<file path="src/rtl/bram_sp_arbiter_pkg.sv">
// bram_sp_arbiter_pkg: shared types, widths and the round-robin pick function
package bram_sp_arbiter_pkg;
    typedef enum logic {CLEAR, ARB} state_t;
    localparam int ADDR_W = 11;
    localparam int BLOCK_W = 3;
    localparam int MAXREQ = 8;
    typedef struct packed {
        logic found;
        logic [2:0] idx;
    } pick_t;
    function automatic pick_t rr_pick(input logic [MAXREQ-1:0] valid, input logic [2:0] ptr, input int n);
        pick_t p;
        p = '0;
        for (int k = MAXREQ - 1; k >= 0; k--)
            if (k < n && valid[3'((int'(ptr) + k) % n)]) begin
                p.found = 1'b1;
                p.idx = 3'((int'(ptr) + k) % n);
            end
        return p;
    endfunction
endpackage

</file>
<file path="src/rtl/bram_sp_arbiter_rr_arbiter.sv">
// rr_arbiter: combinational one-hot grant to the first valid requester at or above ptr
module rr_arbiter
    import bram_sp_arbiter_pkg::*;
#(
    parameter int NREQ = 2,
    parameter int PW = 1
) (
    input  logic [NREQ-1:0] valid,
    input  logic [PW-1:0]   ptr,
    output logic [NREQ-1:0] grant
);
    pick_t p;
    always_comb begin
        p = rr_pick(MAXREQ'(valid), 3'(ptr), NREQ);
        grant = p.found ? NREQ'(1) << p.idx : '0;
    end
endmodule

</file>
<file path="src/rtl/bram_sp_arbiter.sv">
// bram_sp_arbiter: round-robin single-port BRAM sharing with post-reset clear; BRAM_SP_ARBITER_STATS_EN adds stall_count
module bram_sp_arbiter
    import bram_sp_arbiter_pkg::*;
#(
    parameter int NREQ = 2,
    parameter int WIDTH = 8,
    parameter int READ_LATENCY = 1,
    parameter int CLEAR_ON_RESET = 1,
    parameter int CLEAR_DEPTH = 2048,
    parameter int CLEAR_BLOCK = 0
) (
    input  logic                     clk,
    input  logic                     reset,
    input  logic [NREQ-1:0]          req_valid,
    output logic [NREQ-1:0]          req_ready,
    input  logic [NREQ-1:0]          req_write,
    input  logic [BLOCK_W*NREQ-1:0]  req_block,
    input  logic [ADDR_W*NREQ-1:0]   req_addr,
    input  logic [WIDTH*NREQ-1:0]    req_wdata,
    output logic [NREQ-1:0]          rsp_valid,
    output logic [WIDTH-1:0]         rsp_rdata,
    output logic                     busy,
    output logic                     mem_enable,
    output logic                     mem_write,
    output logic [BLOCK_W-1:0]       mem_block,
    output logic [ADDR_W-1:0]        mem_addr,
    output logic [WIDTH-1:0]         mem_wdata,
    input  logic [WIDTH-1:0]         mem_rdata
`ifdef BRAM_SP_ARBITER_STATS_EN
    ,
    output logic [16*NREQ-1:0]       stall_count
`endif
);
    localparam int PW = NREQ > 1 ? $clog2(NREQ) : 1;
    localparam logic [ADDR_W:0] LAST = (ADDR_W + 1)'(CLEAR_DEPTH - 1);
    state_t state;
    logic [PW-1:0] ptr;
    logic [PW-1:0] g;
    logic [NREQ-1:0] grant;
    logic hs;
    logic [ADDR_W:0] cnt;
    logic [READ_LATENCY-1:0] tag_rd;
    logic [PW-1:0] tag_id [READ_LATENCY];
    logic [WIDTH-1:0] rdata_q;
    rr_arbiter #(.NREQ(NREQ), .PW(PW)) u_rr (
        .valid(req_valid),
        .ptr  (ptr),
        .grant(grant)
    );
    always_comb begin
        req_ready = (state == ARB && !reset) ? grant : '0;
        hs = |req_ready;
        g = '0;
        for (int i = 0; i < NREQ; i++) g = grant[i] ? PW'(i) : g;
        rsp_rdata = (|rsp_valid) ? mem_rdata : rdata_q;
    end
    always_ff @(posedge clk) begin
        if (reset) begin
            state <= CLEAR_ON_RESET != 0 ? CLEAR : ARB;
            busy <= CLEAR_ON_RESET != 0;
            ptr <= '0;
            cnt <= '0;
            mem_enable <= 1'b0;
            mem_write <= 1'b0;
            mem_block <= '0;
            mem_addr <= '0;
            mem_wdata <= '0;
            tag_rd <= '0;
            rsp_valid <= '0;
            rdata_q <= '0;
        end else begin
            for (int k = READ_LATENCY - 1; k > 0; k--) begin
                tag_rd[k] <= tag_rd[k-1];
                tag_id[k] <= tag_id[k-1];
            end
            tag_rd[0] <= hs && !req_write[g];
            tag_id[0] <= g;
            rsp_valid <= tag_rd[READ_LATENCY-1] ? NREQ'(1) << tag_id[READ_LATENCY-1] : '0;
            rdata_q <= rsp_rdata;
            if (state == CLEAR) begin
                mem_enable <= 1'b1;
                mem_write <= 1'b1;
                mem_block <= BLOCK_W'(CLEAR_BLOCK);
                mem_addr <= cnt[ADDR_W-1:0];
                mem_wdata <= '0;
                cnt <= cnt + 1'b1;
                state <= cnt == LAST ? ARB : CLEAR;
                busy <= cnt != LAST;
            end else begin
                mem_enable <= hs;
                mem_write <= hs && req_write[g];
                if (hs) begin
                    mem_block <= req_block[g*BLOCK_W +: BLOCK_W];
                    mem_addr <= req_addr[g*ADDR_W +: ADDR_W];
                    mem_wdata <= req_wdata[g*WIDTH +: WIDTH];
                    ptr <= int'(g) == NREQ - 1 ? '0 : g + 1'b1;
                end
            end
        end
    end
`ifdef BRAM_SP_ARBITER_STATS_EN
    for (genvar i = 0; i < NREQ; i++) begin : g_stall
        logic [15:0] sc;
        always_ff @(posedge clk) begin
            if (reset) sc <= '0;
            else if (state == ARB && req_valid[i] && !req_ready[i] && sc != 16'hFFFF) sc <= sc + 16'd1;
        end
        assign stall_count[i*16 +: 16] = sc;
    end
`endif
endmodule

</file>
<file path="config.mk">
export PLATFORM = sky130hd
export DESIGN_NAME = bram_sp_arbiter
export DESIGN_NICKNAME = d
export VERILOG_FILES = /design/src/rtl/bram_sp_arbiter_pkg.sv /design/src/rtl/bram_sp_arbiter_rr_arbiter.sv /design/src/rtl/bram_sp_arbiter.sv
export SDC_FILE = /design/constraint.sdc
export NUM_CORES = 1
export LEC_CHECK = 0
export ABC_CLOCK_PERIOD_IN_PS = 2900
export BUFFER_PORTS_ARGS = -buffer_cell sky130_fd_sc_hd__buf_4
export CAP_MARGIN = 10
export CORE_ASPECT_RATIO = 1.25
export CORE_MARGIN = 5
export CORE_UTILIZATION = 50
export CTS_CLUSTER_SIZE = 24
export DETAILED_ROUTE_END_ITERATION = 6
export PLACE_DENSITY = 0.81
export REMOVE_ABC_BUFFERS = 1
export SYNTH_ARGS = -nofsm -noshare
export SYNTH_HDL_FRONTEND = slang
export SYNTH_SLANG_ARGS = --single-unit
</file>
<file path="constraint.sdc">
create_clock -name clk -period 2.9 [get_ports clk]
set_input_delay 0.58 -clock clk [delete_from_list [all_inputs] [get_ports clk]]
set_output_delay 0.58 -clock clk [all_outputs]
set_load 0.01 [all_outputs]
</file>
; Yosys cells after proc, flatten, opt, wreduce, memory -nomap -nowiden
; Memory sizes are Yosys's and may differ from the RTL's.
; Index checks and enable logic that the tools add are counted.
[word_totals]
mem_count = 1
ramBits = 1
output_inout_bits = 37
inputBits = 58
elab_cells = 63
regBits = 50
[op_classes]
n_mux = 21
n_reduce_logical = 10
bitwise_logic = 3
magnitude_cmp = 3
n_shift = 5
eq_ne = 3
add_sub_neg = 3
multipliers = 2
[memory_table]
columns = memory, depth, word_bits, rd, rd_clocked_by_memory_dff, wr, line
row1 = tag_id, 1, 1, 1, 0, 1, bram_sp_arbiter.sv:43  ; logic [PW-1:0] tag_id [READ_LATENCY];
[ops]
columns = cell, n
row1 = $mux 11, 2
row2 = $shiftx 22x6->11, 1
row3 = $shiftx 16x5->8, 1
row4 = $mux 1, 13
row5 = $add 12x1->12 const B, 1
row6 = $eq 12x11->1 const B, 1
row7 = $ne 12x11->1 const B, 1
row8 = $mux 4, 2
row9 = $mux 8, 1
row10 = $reduce_or 2->1, 4
row11 = $shiftx 6x4->3, 1
row12 = $lt 2x5->1 const B, 1
row13 = $mul 1x4->5 const B, 1
row14 = $lt 1x4->1 const B, 1
row15 = $mux 2, 2
row16 = $logic_and 1x1->1, 3
row17 = $mul 1x2->3 const B, 1
row18 = $shl 1x3->2 const A, 1
row19 = $add 1x1->1 const B, 2
row20 = $bmux 1 s2, 1
row21 = $logic_not 1->1, 2
row22 = $lt 1x2->1 const B, 1
row23 = $ne 2x1->1 const B, 1
row24 = $not 1->1, 2
row25 = other kinds (3), 3

; Logic depth before layout (Yosys ltp)
[logic_depth]
ltp_word = 14
ltp_mapped = 6
depth_no_buf = 5

; Modules after synthesis
; A second synthesis with hierarchy kept.
[unflattened]
hier_cells = 250
area_unflattened_um2 = 2407.3
[modules_own_cells]
columns = module, cells_each, n_inst, area_each_um2, seq_area_each_um2
row1 = bram_sp_arbiter, 247, 1, 2388.5, 1031.0
row2 = rr_arbiter, 3, 1, 18.8, 0.0

; Worst setup path after synthesis
; Ideal clock, no wire load.
[synth_timing]
path_type = input to output
startpoint = input reset
endpoint = output req_ready[0]
arrival_ns = 1.242
setup_slack_ns = 1.078
path_buffers = 2
path_stages = 4
required_time_ns = 2.320
cell_sequence = nand2b_1 -> buf_2 -> buf_1 -> nor2_1
[synth_via]
elab_chain_len = 3
[synth_lines]
columns = element, line
row1 = start: declaration, bram_sp_arbiter.sv:13  ; input logic reset,
row2 = $logic_not 1->1, bram_sp_arbiter.sv:51  ; req_ready = (state == ARB && !reset) ? grant : '0;
row3 = $logic_and 1x1->1, bram_sp_arbiter.sv:51
row4 = $mux 2, bram_sp_arbiter.sv:51
row5 = end: declaration, bram_sp_arbiter.sv:15  ; output logic [NREQ-1:0] req_ready,
; Every way passes these cells.

; Worst setup path in the final report
[layout_timing]
startpoint = register state
endpoint = output req_ready[0]
[layout_via]
elab_chain_len = 2
[layout_lines]
columns = element, line
row1 = start: declaration, bram_sp_arbiter.sv:36  ; state_t state;
row2 = start signal: assignment, bram_sp_arbiter.sv:59  ; state <= CLEAR_ON_RESET != 0 ? CLEAR : ARB;
row3 = start signal: assignment, bram_sp_arbiter.sv:87  ; state <= cnt == LAST ? ARB : CLEAR;
row4 = $logic_and 1x1->1, bram_sp_arbiter.sv:51
row5 = $mux 2, bram_sp_arbiter.sv:51
; Every way passes these cells.

==> load_flow_metrics.sql <==
INSERT INTO impl_metrics (metric_group, metric, value, unit) VALUES
('die', 'chipHeight', '85.5', 'µm'),
('global_route', 'grt_max_degree', '31', ''),
('critical_path', 'critical_path.endpoint_type', 'output port', ''),
('layout', 'post_route_cells_drive_above_1_share', '37.8', '%'),
('layout', 'number_of_filler_instances_in_the_final_layout', '379', ''),
('global_route', 'antenna_found_initial', '0', ''),
('route', 'initialDrtViolationCount', '168', ''),
('die', 'rows', '27', ''),
('place', 'place_congestion', '0.813', ''),
('clock_network', 'cts_setup_buffers', '0', ''),
('power_and_ir_drop', 'power.internal', '0.957', 'mW'),
('clock_network', 'cts_num_sinks', '51', ''),
('flow_run', 'max_cap_violations', '0', ''),
('place', 'place_inst', '370', ''),
('clock_network', 'cts_made_buffers', '5', ''),
('power_and_ir_drop', 'power.combinational.fraction', '10.2', '%'),
('layout', 'finalNetCount', '378', ''),
('clock_network', 'root_buffer', 'sky130_fd_sc_hd__clkbuf_8', ''),
('power_and_ir_drop', 'share_clk_of_total_power', '31.2', '%'),
('critical_path', 'critical_path_class', 'reg2out', ''),
('sta', 'timing.final.crit_share', '80.9', '%'),
('place', 'port-buffer-count', '94', ''),
('logic_synthesis', 'postSynthCellCount', '230', ''),
('die', 'design.core.area', '0.00443', 'mm²'),
('critical_path', 'cp_max_fo', '22', ''),
('logic_synthesis', 'netlist-cell-type-count', '40', ''),
('die', 'die_area', '0.00602', 'mm²'),
('hold_path', 'worst_hold_path_type', 'reg2reg', ''),
('place', 'detailed_placement_wirelength_estimate', '4030', 'µm'),
('sta', 'timing.max_slew.rel_slack', '52.3', '%'),
('sta', 'finalSetupViolCount', '0', ''),
('die', 'fp.dieW', '70.4', 'µm'),
('logic_synthesis', 'synth_area', '0.00228', 'mm²'),
('route', 'finalWirelength', '5290', 'µm'),
('sta', 'rsz_0062_raised_after_global_routing', 'no', ''),
('layout', 'n_antenna_cell', '0', ''),
('critical_path', 'cp-start-kind', 'flop', ''),
('sta', 'finalWorstPathRequiredPeriod', '2.35', 'ns'),
('route', 'routedWlPerCell', '14.0', 'µm'),
('global_route', 'use_met2', '31.0', '%'),
('critical_path', 'r2r_slack', '0.72', 'ns'),
('global_route', 'gr_busiest_metal', 'met2', ''),
('critical_path', 'worst-endpoint-arrival', '1.77', 'ns'),
('sta', 'clock-skew-final', '0.00512', 'ns'),
('global_route', 'groute.layer.met1.usage', '21.3', '%'),
('route', 'drc', '0', ''),
('power_and_ir_drop', 'static-leakage-power', '1.45', 'nW'),
('power_and_ir_drop', 'power_switching', '0.265', 'mW'),
('clock_network', 'post_cts_resize_count', '0', ''),
('die', 'ios', '95', ''),
('logic_synthesis', 'ys_seq_area_share', '45.2', '%'),
('critical_path', 'timing.critical_path.slowest_stage_cell', 'sky130_fd_sc_hd__dfxtp_1', ''),
('layout', 'multi_input_area', '0.00114', 'mm²'),
('global_route', 'number_of_global_route_vias_before_repair', '1919', ''),
('global_route', 'grt_pass1_wl', '8830', 'µm'),
('critical_path', 'crit_required', '2.32', 'ns'),
('clock_network', 'clkLatencyLatePin', '0.30', 'ns'),
('layout', 'area_delta_synth_final', '34.2', '%'),
('sta', 'setup_total_negative_slack', '0', 'ns'),
('critical_path', 'cpPeakStageDelay', '0.79', 'ns'),
('sta', 'finalHoldViolCount', '0', ''),
('die', 'start_util', '51.5', '%'),
('layout', 'layout.cells.non_filler', '378', ''),
('sta', 'max_freq', '426', 'MHz'),
('route', 'dr_total_vias', '1952', ''),
('route', 'detail-route-antenna-nets', '0', ''),
('power_and_ir_drop', 'power.ir.vdd_worst', '0.000227', 'V'),
('status', 'status', 'finished, final reports clean', ''),
('global_route', 'globalRoute.totalOverflow', '0', ''),
('route', 'number_of_vias_per_cell_after_detailed_routing', '5.16', ''),
('sta', 'number_of_pins_with_negative_max_slew_slack_in_the_final_report', '0', '');
==> final timing paths <==
path | from | end | cells past startpoint
setup / recovery | state$_SDFF_PP0_ | req_ready[0] | 3
hold / removal | tag_id[0]$_DFFE_PN_ | rsp_valid[0]$_SDFF_PP0_ | 1
setup reg to reg | state$_SDFF_PP0_ | mem_addr[5]$_SDFFE_PP0P_ | 4
hold reg to reg | tag_id[0]$_DFFE_PN_ | rsp_valid[0]$_SDFF_PP0_ | 1
==> cells by family (layout without fill, tap and decap cells) <==
group / after synthesis / in the layout / synth area share (%)
simple gates: 78 / 78 / 19.4
buf+inv: 19 / 109 / 4.94
mux: 32 / 32 / 14.5
flops: 51 / 51 / 45.2
compound gates: 41 / 41 / 12.3
fa+ha+maj: 1 / 1 / 0.549
xor+xnor: 8 / 8 / 3.07
==> metrics by stage <==
stage	hold slack (ns)	total power, mW	area (µm²)	util (%)	setup WS [ns]
after global routing	0.457	1.28	3060	69.2	0.426
after detailed placement	0.441	0.860	2980	67.3	0.710
after floorplan	0.406	0.778	2190	-	1.03
after global placement	0.414	0.857	2980	67.3	0.809
final	0.448	1.22	3060	69.2	0.555
after CTS	0.454	1.24	3060	69.2	0.539
==> sequential cells by signal (all words and copies together) (netlist names) <==
register and cells:
state 1, rsp_valid 2, mem_wdata 8, ptr 1
mem_addr 11, tag_rd 1, cnt 12, mem_enable 1
busy 1, mem_write 1, tag_id 1, rdata_q 8
mem_block 3
==> cells in the final DEF (no fill, tap or decap), types with 3 or more instances in the layout <==
cell type / instances
sky130_fd_sc_hd__clkbuf_8: 5
sky130_fd_sc_hd__nand4_1: 3
sky130_fd_sc_hd__buf_4: 96
sky130_fd_sc_hd__nor3_2: 4
sky130_fd_sc_hd__nor2_1: 25
sky130_fd_sc_hd__xnor2_1: 5
sky130_fd_sc_hd__xor2_1: 3
sky130_fd_sc_hd__o22ai_1: 12
sky130_fd_sc_hd__mux2_2: 8
sky130_fd_sc_hd__inv_1: 5
sky130_fd_sc_hd__dfxtp_1: 50
sky130_fd_sc_hd__mux2i_1: 24
sky130_fd_sc_hd__a211oi_1: 11
sky130_fd_sc_hd__nand2_1: 14
sky130_fd_sc_hd__and3_1: 4
sky130_fd_sc_hd__a21oi_1: 6
sky130_fd_sc_hd__and2_1: 9
sky130_fd_sc_hd__a2bb2oi_1: 8
==> layout make-up <==
cell class / count / area share, %
inverter: 5 / 0.613
clock inverter: 1 / 0.164
multi-input combinational: 160 / 37.1
timing repair buffer: 96 / 23.5
clock buffer: 7 / 2.49
sequential: 51 / 33.7
tap: 58 / 2.37
==> power groups by stage <==
| stage | sequential [mW] | clock (mW) | combinational, mW |
|---|---|---|---|
| floorplan | 0.734 | 0 | 0.0442 |
| finish | 0.717 | 0.381 | 0.125 |
| global placement | 0.733 | 0 | 0.124 |
| detailed placement | 0.734 | 0 | 0.126 |
| CTS | 0.717 | 0.393 | 0.127 |
| global route | 0.719 | 0.422 | 0.137 |
==> layer usage <==
metal	share of wire (%)	wire [µm]
met5	0	0
met4	2.7	145
met3	6.2	330
met2	50	2660
met1	41	2150
==> synthesized netlist by cell type (all sizes together) <==
| library cell | instances | share of area, % |
|---|---|---|
| a211oi | 11 | 3.6 |
| a21oi | 6 | 1.3 |
| a2bb2oi | 8 | 3.1 |
| a31oi | 2 | 0.55 |
| and2 | 9 | 2.5 |
| and3 | 4 | 1.1 |
| and3b | 1 | 0.38 |
| buf | 12 | 3.8 |
| clkbuf | 2 | 0.33 |
| dfxtp | 50 | 44 |
| edfxtp | 1 | 1.3 |
| ha | 1 | 0.55 |
| inv | 5 | 0.82 |
| mux2 | 8 | 4.0 |
| mux2i | 24 | 11 |
| nand2 | 15 | 2.8 |
| nand2b | 2 | 0.55 |
| nand3 | 1 | 0.22 |
| nand3b | 1 | 0.33 |
| nand4 | 4 | 1.8 |
| nand4b | 1 | 0.66 |
| nor2 | 28 | 5.2 |
| nor2b | 2 | 0.55 |
| nor3 | 6 | 2.2 |
| nor3b | 1 | 0.33 |
| o21ai | 2 | 0.44 |
| o22ai | 12 | 3.3 |
| or2 | 1 | 0.38 |
| or3 | 2 | 0.55 |
| xnor2 | 5 | 1.9 |
| xor2 | 3 | 1.2 |
==> worst max-delay path: cells and delay by family (launching register included) <==
| kind | cells | cell delay [ns] |
|---|---|---|
| DFF | 1 | 0.79 |
| buffers and inverters | 1 | 0.14 |
| and+or+nand+nor | 2 | 0.54 |
Note: power is estimated with default switching activity, not from simulation.
